**src/rtl/dispenser_pkg.sv**
```systemverilog
// Shared constants and helpers for the dispense sequencer and its servo PWM generator.
package dispenser_pkg;

    localparam int unsigned NUM_SLOTS = 5;
    localparam int unsigned CNT_W     = 4;
    localparam logic [2:0]  SLOT_IDLE = 3'd7;

    typedef logic [2:0] state_t;

    localparam state_t ST_IDLE       = 3'd0;
    localparam state_t ST_LOAD       = 3'd1;
    localparam state_t ST_SELECT     = 3'd2;
    localparam state_t ST_WAIT_FRAME = 3'd3;
    localparam state_t ST_PUSH       = 3'd4;
    localparam state_t ST_RETURN     = 3'd5;
    localparam state_t ST_DONE       = 3'd6;

    function automatic logic [CNT_W-1:0] clamp_count(input logic [CNT_W-1:0] count,
                                                     input logic [CNT_W-1:0] max_count);
        return (count > max_count) ? max_count : count;
    endfunction

endpackage

```
**src/rtl/servo_pwm_gen.sv**
```systemverilog
// Free-running servo frame counter with one registered PWM comparator per slot.
module servo_pwm_gen
    import dispenser_pkg::*;
#(
    parameter int unsigned PWM_PERIOD = 1_000_000,
    parameter int unsigned CW         = $clog2(PWM_PERIOD)
) (
    input  logic                         clk,
    input  logic                         rst,
    input  logic [NUM_SLOTS-1:0][CW-1:0] i_width,
    output logic [NUM_SLOTS-1:0]         o_servo_pwm,
    output logic                         o_frame_tick
);

    localparam logic [CW-1:0] CNT_LAST = CW'(PWM_PERIOD - 1);

    logic [CW-1:0]        r_pwm_cnt;
    logic [NUM_SLOTS-1:0] r_servo_pwm;
    logic [NUM_SLOTS-1:0] w_pwm_d;

    assign o_frame_tick = (r_pwm_cnt == CNT_LAST);
    assign o_servo_pwm  = r_servo_pwm;

    always_comb begin
        for (int i = 0; i < NUM_SLOTS; i++) begin
            w_pwm_d[i] = (r_pwm_cnt < i_width[i]);
        end
    end

    always_ff @(posedge clk) begin
        if (rst) begin
            r_pwm_cnt   <= '0;
            r_servo_pwm <= '0;
        end else begin
            r_pwm_cnt   <= o_frame_tick ? '0 : r_pwm_cnt + 1'b1;
            r_servo_pwm <= w_pwm_d;
        end
    end

endmodule

```
**src/rtl/dispense_sequencer.sv**
```systemverilog
// Runs a dispense job over slots A..E, one pill push/return cycle at a time.
// Optional STOCK_SKIP_EN: skip slots with no stock and flag them in o_fault_mask.
module dispense_sequencer
    import dispenser_pkg::*;
#(
    parameter int unsigned PWM_PERIOD    = 1_000_000,
    parameter int unsigned PULSE_REST    = 50_000,
    parameter int unsigned PULSE_PUSH    = 100_000,
    parameter int unsigned HOLD_FRAMES   = 25,
    parameter int unsigned SETTLE_FRAMES = 25,
    parameter int unsigned MAX_COUNT     = 9
) (
    input  logic                 clk,
    input  logic                 rst,
    input  logic [NUM_SLOTS-1:0] i_dispenser_start,
    input  logic [CNT_W-1:0]     i_count_a,
    input  logic [CNT_W-1:0]     i_count_b,
    input  logic [CNT_W-1:0]     i_count_c,
    input  logic [CNT_W-1:0]     i_count_d,
    input  logic [CNT_W-1:0]     i_count_e,
    input  logic [NUM_SLOTS-1:0] i_stock_ok,
    output logic                 o_dispensing_active,
    output logic [NUM_SLOTS-1:0] o_servo_pwm,
    output logic [2:0]           o_cur_slot,
    output logic [CNT_W-1:0]     o_pills_left,
    output logic [NUM_SLOTS-1:0] o_fault_mask
);

    localparam int unsigned PWM_W      = $clog2(PWM_PERIOD);
    localparam int unsigned MAX_FRAMES = (HOLD_FRAMES > SETTLE_FRAMES) ? HOLD_FRAMES
                                                                       : SETTLE_FRAMES;
    localparam int unsigned FRAME_W    = $clog2(MAX_FRAMES + 1);

    localparam logic [PWM_W-1:0]   WIDTH_REST  = PWM_W'(PULSE_REST);
    localparam logic [PWM_W-1:0]   WIDTH_PUSH  = PWM_W'(PULSE_PUSH);
    localparam logic [FRAME_W-1:0] HOLD_LAST   = FRAME_W'(HOLD_FRAMES - 1);
    localparam logic [FRAME_W-1:0] SETTLE_LAST = FRAME_W'(SETTLE_FRAMES - 1);
    localparam logic [CNT_W-1:0]   COUNT_MAX   = CNT_W'(MAX_COUNT);
    localparam logic [2:0]         PTR_END     = 3'(NUM_SLOTS);

    state_t               r_state;
    logic                 r_armed;
    logic                 r_active;
    logic [NUM_SLOTS-1:0] r_mask;
    logic [CNT_W-1:0]     r_count [NUM_SLOTS];
    logic [2:0]           r_ptr;
    logic [2:0]           r_cur_slot;
    logic [CNT_W-1:0]     r_pills_left;
    logic [FRAME_W-1:0]   r_frames;

    logic [NUM_SLOTS-1:0][PWM_W-1:0] w_width;
    logic                 w_frame_tick;
    logic [CNT_W-1:0]     w_count_in [NUM_SLOTS];
    logic [NUM_SLOTS-1:0] w_nonzero;
    logic [CNT_W-1:0]     w_pills_dec;
    logic                 w_capture;
    logic                 w_skip;

    assign w_count_in[0] = i_count_a;
    assign w_count_in[1] = i_count_b;
    assign w_count_in[2] = i_count_c;
    assign w_count_in[3] = i_count_d;
    assign w_count_in[4] = i_count_e;

    assign w_capture   = (r_state == ST_IDLE) && r_armed && (|i_dispenser_start);
    assign w_pills_dec = r_pills_left - 1'b1;

    always_comb begin
        for (int i = 0; i < NUM_SLOTS; i++) begin
            w_nonzero[i] = (w_count_in[i] != '0);
            w_width[i]   = ((r_state == ST_PUSH) && (r_cur_slot == 3'(i))) ? WIDTH_PUSH
                                                                            : WIDTH_REST;
        end
    end

`ifdef STOCK_SKIP_EN
    logic [NUM_SLOTS-1:0] r_fault_mask;

    assign w_skip       = r_mask[r_ptr] && !i_stock_ok[r_ptr];
    assign o_fault_mask = r_fault_mask;

    always_ff @(posedge clk) begin
        if (rst || w_capture) begin
            r_fault_mask <= '0;
        end else if ((r_state == ST_SELECT) && (r_ptr != PTR_END) && w_skip) begin
            r_fault_mask[r_ptr] <= 1'b1;
        end
    end
`else
    logic w_unused_stock;

    assign w_unused_stock = ^i_stock_ok;
    assign w_skip         = 1'b0;
    assign o_fault_mask   = '0;
`endif

    always_ff @(posedge clk) begin
        if (rst) begin
            r_state      <= ST_IDLE;
            r_armed      <= 1'b1;
            r_active     <= 1'b0;
            r_mask       <= '0;
            r_ptr        <= '0;
            r_cur_slot   <= SLOT_IDLE;
            r_pills_left <= '0;
            r_frames     <= '0;
            for (int i = 0; i < NUM_SLOTS; i++) r_count[i] <= '0;
        end else begin
            case (r_state)
                ST_IDLE: begin
                    if (w_capture) begin
                        r_mask  <= i_dispenser_start & w_nonzero;
                        for (int i = 0; i < NUM_SLOTS; i++) begin
                            r_count[i] <= clamp_count(w_count_in[i], COUNT_MAX);
                        end
                        r_armed <= 1'b0;
                        r_state <= ST_LOAD;
                    end else if (i_dispenser_start == '0) begin
                        // A held request must be released before another job can start.
                        r_armed <= 1'b1;
                    end
                end
                ST_LOAD: begin
                    r_active <= 1'b1;
                    r_ptr    <= '0;
                    r_state  <= ST_SELECT;
                end
                ST_SELECT: begin
                    if (r_ptr == PTR_END) begin
                        r_state <= ST_DONE;
                    end else if (!r_mask[r_ptr] || w_skip) begin
                        r_ptr <= r_ptr + 3'd1;
                    end else begin
                        r_cur_slot   <= r_ptr;
                        r_pills_left <= r_count[r_ptr];
                        r_frames     <= '0;
                        r_state      <= ST_WAIT_FRAME;
                    end
                end
                ST_WAIT_FRAME: begin
                    if (w_frame_tick) r_state <= ST_PUSH;
                end
                ST_PUSH: begin
                    if (w_frame_tick) begin
                        if (r_frames == HOLD_LAST) begin
                            r_frames <= '0;
                            r_state  <= ST_RETURN;
                        end else begin
                            r_frames <= r_frames + 1'b1;
                        end
                    end
                end
                ST_RETURN: begin
                    if (w_frame_tick) begin
                        if (r_frames == SETTLE_LAST) begin
                            r_frames     <= '0;
                            r_pills_left <= w_pills_dec;
                            if (w_pills_dec != '0) begin
                                r_state <= ST_PUSH;
                            end else begin
                                r_ptr   <= r_ptr + 3'd1;
                                r_state <= ST_SELECT;
                            end
                        end else begin
                            r_frames <= r_frames + 1'b1;
                        end
                    end
                end
                ST_DONE: begin
                    r_active   <= 1'b0;
                    r_cur_slot <= SLOT_IDLE;
                    r_state    <= ST_IDLE;
                end
                default: r_state <= ST_IDLE;
            endcase
        end
    end

    assign o_dispensing_active = r_active;
    assign o_cur_slot          = r_cur_slot;
    assign o_pills_left        = r_pills_left;

    servo_pwm_gen #(
        .PWM_PERIOD (PWM_PERIOD),
        .CW         (PWM_W)
    ) u_servo_pwm_gen (
        .clk          (clk),
        .rst          (rst),
        .i_width      (w_width),
        .o_servo_pwm  (o_servo_pwm),
        .o_frame_tick (w_frame_tick)
    );

endmodule
```
**config.mk**
```make
export PLATFORM = sky130hd
export DESIGN_NAME = dispense_sequencer
export DESIGN_NICKNAME = d
export VERILOG_FILES = /design/src/rtl/dispenser_pkg.sv /design/src/rtl/servo_pwm_gen.sv /design/src/rtl/dispense_sequencer.sv
export SDC_FILE = /design/constraint.sdc
export NUM_CORES = 1
export LEC_CHECK = 0
export CELL_PAD_IN_SITES_DETAIL_PLACEMENT = 0
export CELL_PAD_IN_SITES_GLOBAL_PLACEMENT = 1
export CORE_AREA = 2 2 110 112
export CTS_BUF_LIST = sky130_fd_sc_hd__clkbuf_8 sky130_fd_sc_hd__clkbuf_16
export CTS_CLUSTER_SIZE = 12
export DETAILED_ROUTE_END_ITERATION = 10
export DIE_AREA = 0 0 112 114
export HOLD_SLACK_MARGIN = 0.15
export PLACE_DENSITY_LB_ADDON = 0.1
export SLEW_MARGIN = 25
export SYNTH_ARGS = -nofsm -noshare
export SYNTH_HDL_FRONTEND = slang
export SYNTH_SLANG_ARGS = --single-unit
```
**constraint.sdc**
```tcl
create_clock -name clk -period 2.2 [get_ports clk]
set_input_delay 0.22 -clock clk [delete_from_list [all_inputs] [get_ports clk]]
set_output_delay 0.22 -clock clk [all_outputs]
set_load 0.01 [all_outputs]
```
==> results of run 1 <==
## layout make-up
class	instances	share of cell area, %
multi-input combinational	365	45.9
sequential	73	29.2
timing repair buffer	96	15.0
clock buffer	10	4.19
tap	147	3.22
clock inverter	6	1.45
inverter	16	1.05
## worst register-to-register path: cells and delay by family, from the launching register on
family | cells | cell delay (ns)
AO/OA/AOI/OAI | 3 | 0.48
flip-flops | 1 | 0.35
AND/OR/NAND/NOR | 3 | 1.05
adder cells (fa/ha/maj) | 1 | 0.14
## where the power goes
group,total (W),switching (W),internal [W]
sequential,0.00178,0.000119,0.00166
combinational,0.00125,0.000644,0.000610
clock,0.00160,0.000586,0.00102
total,0.00464,0.00135,0.00329
## per-stage QoR
stage	std cells	setup slack (ns)	instance area, um^2	util [%]
2_1_floorplan	480	-0.0939	4460	-
3_3_place_gp	696	-0.0267	5330	45.5
3_5_place_dp	696	-0.0783	5330	45.5
4_1_cts	712	0.0212	5650	48.3
5_1_grt	713	-0.0716	5710	48.7
6_report	713	0.0651	5710	48.7
## flip-flops by register name (all words and copies together), names as in the netlist, named ones only
name                         flops
o_cur_slot                       3
o_dispensing_active              1
o_pills_left                     4
r_armed                          1
r_count                         20
r_frames                         5
r_mask                           5
r_ptr                            3
r_state                          3
u_servo_pwm_gen.o_servo_pwm      5
u_servo_pwm_gen.r_pwm_cnt       20
## worst paths after layout
path                     end  slack (ns)  cells after the start
min                  r_armed        0.46                      1
max          o_pills_left[2]        0.07                      7
min reg2reg          r_armed        0.46                      1
max reg2reg  o_pills_left[2]        0.07                      7
## layout by cell type, fill, tap and decap left out, drive strengths merged, types with 15 or more instances in the layout
cell type | synthesis | layout
inv | 16 | 17
nand2 | 23 | 23
edfxtp | 20 | 20
a21oi | 30 | 30
nor2 | 60 | 60
nand3 | 15 | 15
clkdlybuf4s50 | 0 | 39
o21ai | 24 | 24
ha | 36 | 36
buf | 17 | 57
dfxtp | 53 | 53
## kinds of logic after synthesis
| logic type | share of synthesized area (%) |
|---|---|
| other cells | 0.0853 |
| simple gates | 21.9 |
| compound gates | 17.0 |
| mux | 4.33 |
| fa+ha+maj | 10.5 |
| xor+xnor | 3.59 |
| flops | 37.8 |
| buf+inv | 4.84 |
## per-layer routing
layer | GRT usage, % | up-vias | share of wire (%)
li1 | - | 1921 | -
met3 | 3.19 | 7 | 2.8
met4 | 7.72 | 0 | 1.4
met1 | 23.9 | 1788 | 50
met5 | 0 | - | 0
met2 | 27.4 | 53 | 46
## timing repair
action                                  in CTS  in global routing
hold endpoints to repair                     0                  0
buffers inserted                             0                  1
endpoints found under the setup margin       1                 19
gates resized for setup                      1                 10
pin swaps                                    0                  4
==> results_dict.tcl, run 1 <==
set metrics [dict create \
    status "complete, no violations" \
    post-synth-top-area-cell "dfxtp_1" \
    core-area_um2 11700 \
    slew_violations 0 \
    grt_pass1_vias 3704 \
    synth.distinct_cells 70 \
    rr_startpoint "u_servo_pwm_gen.r_pwm_cnt[1]" \
    via_per_inst 5.29 \
    fillers 1148 \
    drive_gt1_share_pct 18.9 \
    antenna_found_initial 0 \
    holdWs_ns 0.463 \
    synth_edf_count 20 \
    drt_iter0_drc 136 \
    htreeDepth 3 \
    wirelength_um 10800 \
    slowest_delay_ns 0.55 \
    die_area_um2 12800 \
    seqCellArea_um2 1670 \
    crit_chain "ha_4 > nand2_2 > or4_4 > or3_4 > o22a_1 > o21ai_1 > a21oi_1" \
    finalCritPeriodShare_pct 97.0 \
    cts_hold_buffers 0 \
    worst_ep_arrival_time_ns 2.35 \
    nets 629 \
    finalClockSkew_ns 0.00694 \
    cp_max_fo 4 \
    synth_top_area_share_pct 24.1 \
    finalSetupTns_ns 0 \
    synth_most_common_cell "nor2_1" \
    ys_async_sr_fraction_pct 0 \
    crit_buf_inv 0 \
    yosysSeqAreaShare_pct 37.8 \
    ys.flop_type "dfxtp_1" \
    vdd_drop_max_mv 0.443 \
    total_power_w 0.00464 \
    period_minus_slack_ns 2.13 \
    avgSynthCellArea_um2 9.23 \
    port_buffers 39 \
    routabilityCongestion 0.791 \
    drc 0 \
    hold_violations 0 \
    setup_violations 0 \
    die_w_um 112 \
    syn_area_um2 4390 \
    cp.required_ns 2.41 \
    start_util_pct 37.5 \
    powerDensity_nw_per_um2 813 \
    die_h_um 114 \
    cap_violations 0 \
    synth_seq_cells 73 \
    cts_buffer_depth 2 \
    cts.sinks 73 \
    syn_to_final_growth_pct 29.8 \
    drtAntennaViolNets 0 \
    grt_pass1_wl_um 17800 \
    critical_path_class "reg -> reg" \
    drt-wirelength-per-cell_um 15.2 \
    synth_common_cells "nor2_1 (60), dfxtp_1 (53), ha_1 (36)" \
    fmax_ghz 0.468 \
    num_rows 40 \
    synthTopCellsByArea "dfxtp_1 (24%), edfxtp_1 (14%), ha_1 (10%)" \
    cellLeakagePower_nw 2.22 \
    grt_usage_pct 17.5 \
    vias 3769 \
    pin_count 50 \
    yosysWarningCount 0 \
    multiInputGateArea_um2 2620 \
    slowest_stage "or4_4" \
    crit_family "simple AND/OR/NAND/NOR gates" \
    critPathLaunchType "register" \
    cts_tree "yes" \
    first_pass_iters 4 \
    cts-root-buf "clkbuf_16" \
    critical_path.startpoint "u_servo_pwm_gen.r_pwm_cnt[1]" \
    hp-class "reg -> reg" \
    crit_path_end_kind "register" \
    diodes 0 \
    clkSlewWorstSetupHoldPaths_ns 0.06 \
    overflow 0 \
    dpl.hpwl_um 8170 \
    clk_latency_ns 0.34 \
    grt_max_degree 33 \
    cts_buffers 9 \
    rsz0062_at_grt "true" \
    min_from "r_armed" \
    syn_inst 476 \
]
Power figures use the tool's default switching activity.
==> run 2, diff against run 1 <==
--- a/config.mk
+++ b/config.mk
@@ -14,7 +14,7 @@
 export DIE_AREA = 0 0 112 114
 export HOLD_SLACK_MARGIN = 0.15
 export PLACE_DENSITY_LB_ADDON = 0.1
-export SLEW_MARGIN = 25
+export SLEW_MARGIN = 10
 export SYNTH_ARGS = -nofsm -noshare
 export SYNTH_HDL_FRONTEND = slang
 export SYNTH_SLANG_ARGS = --single-unit
==> results of run 2 <==
No change in the layout: final DEF, timing and power equal those of run 1.
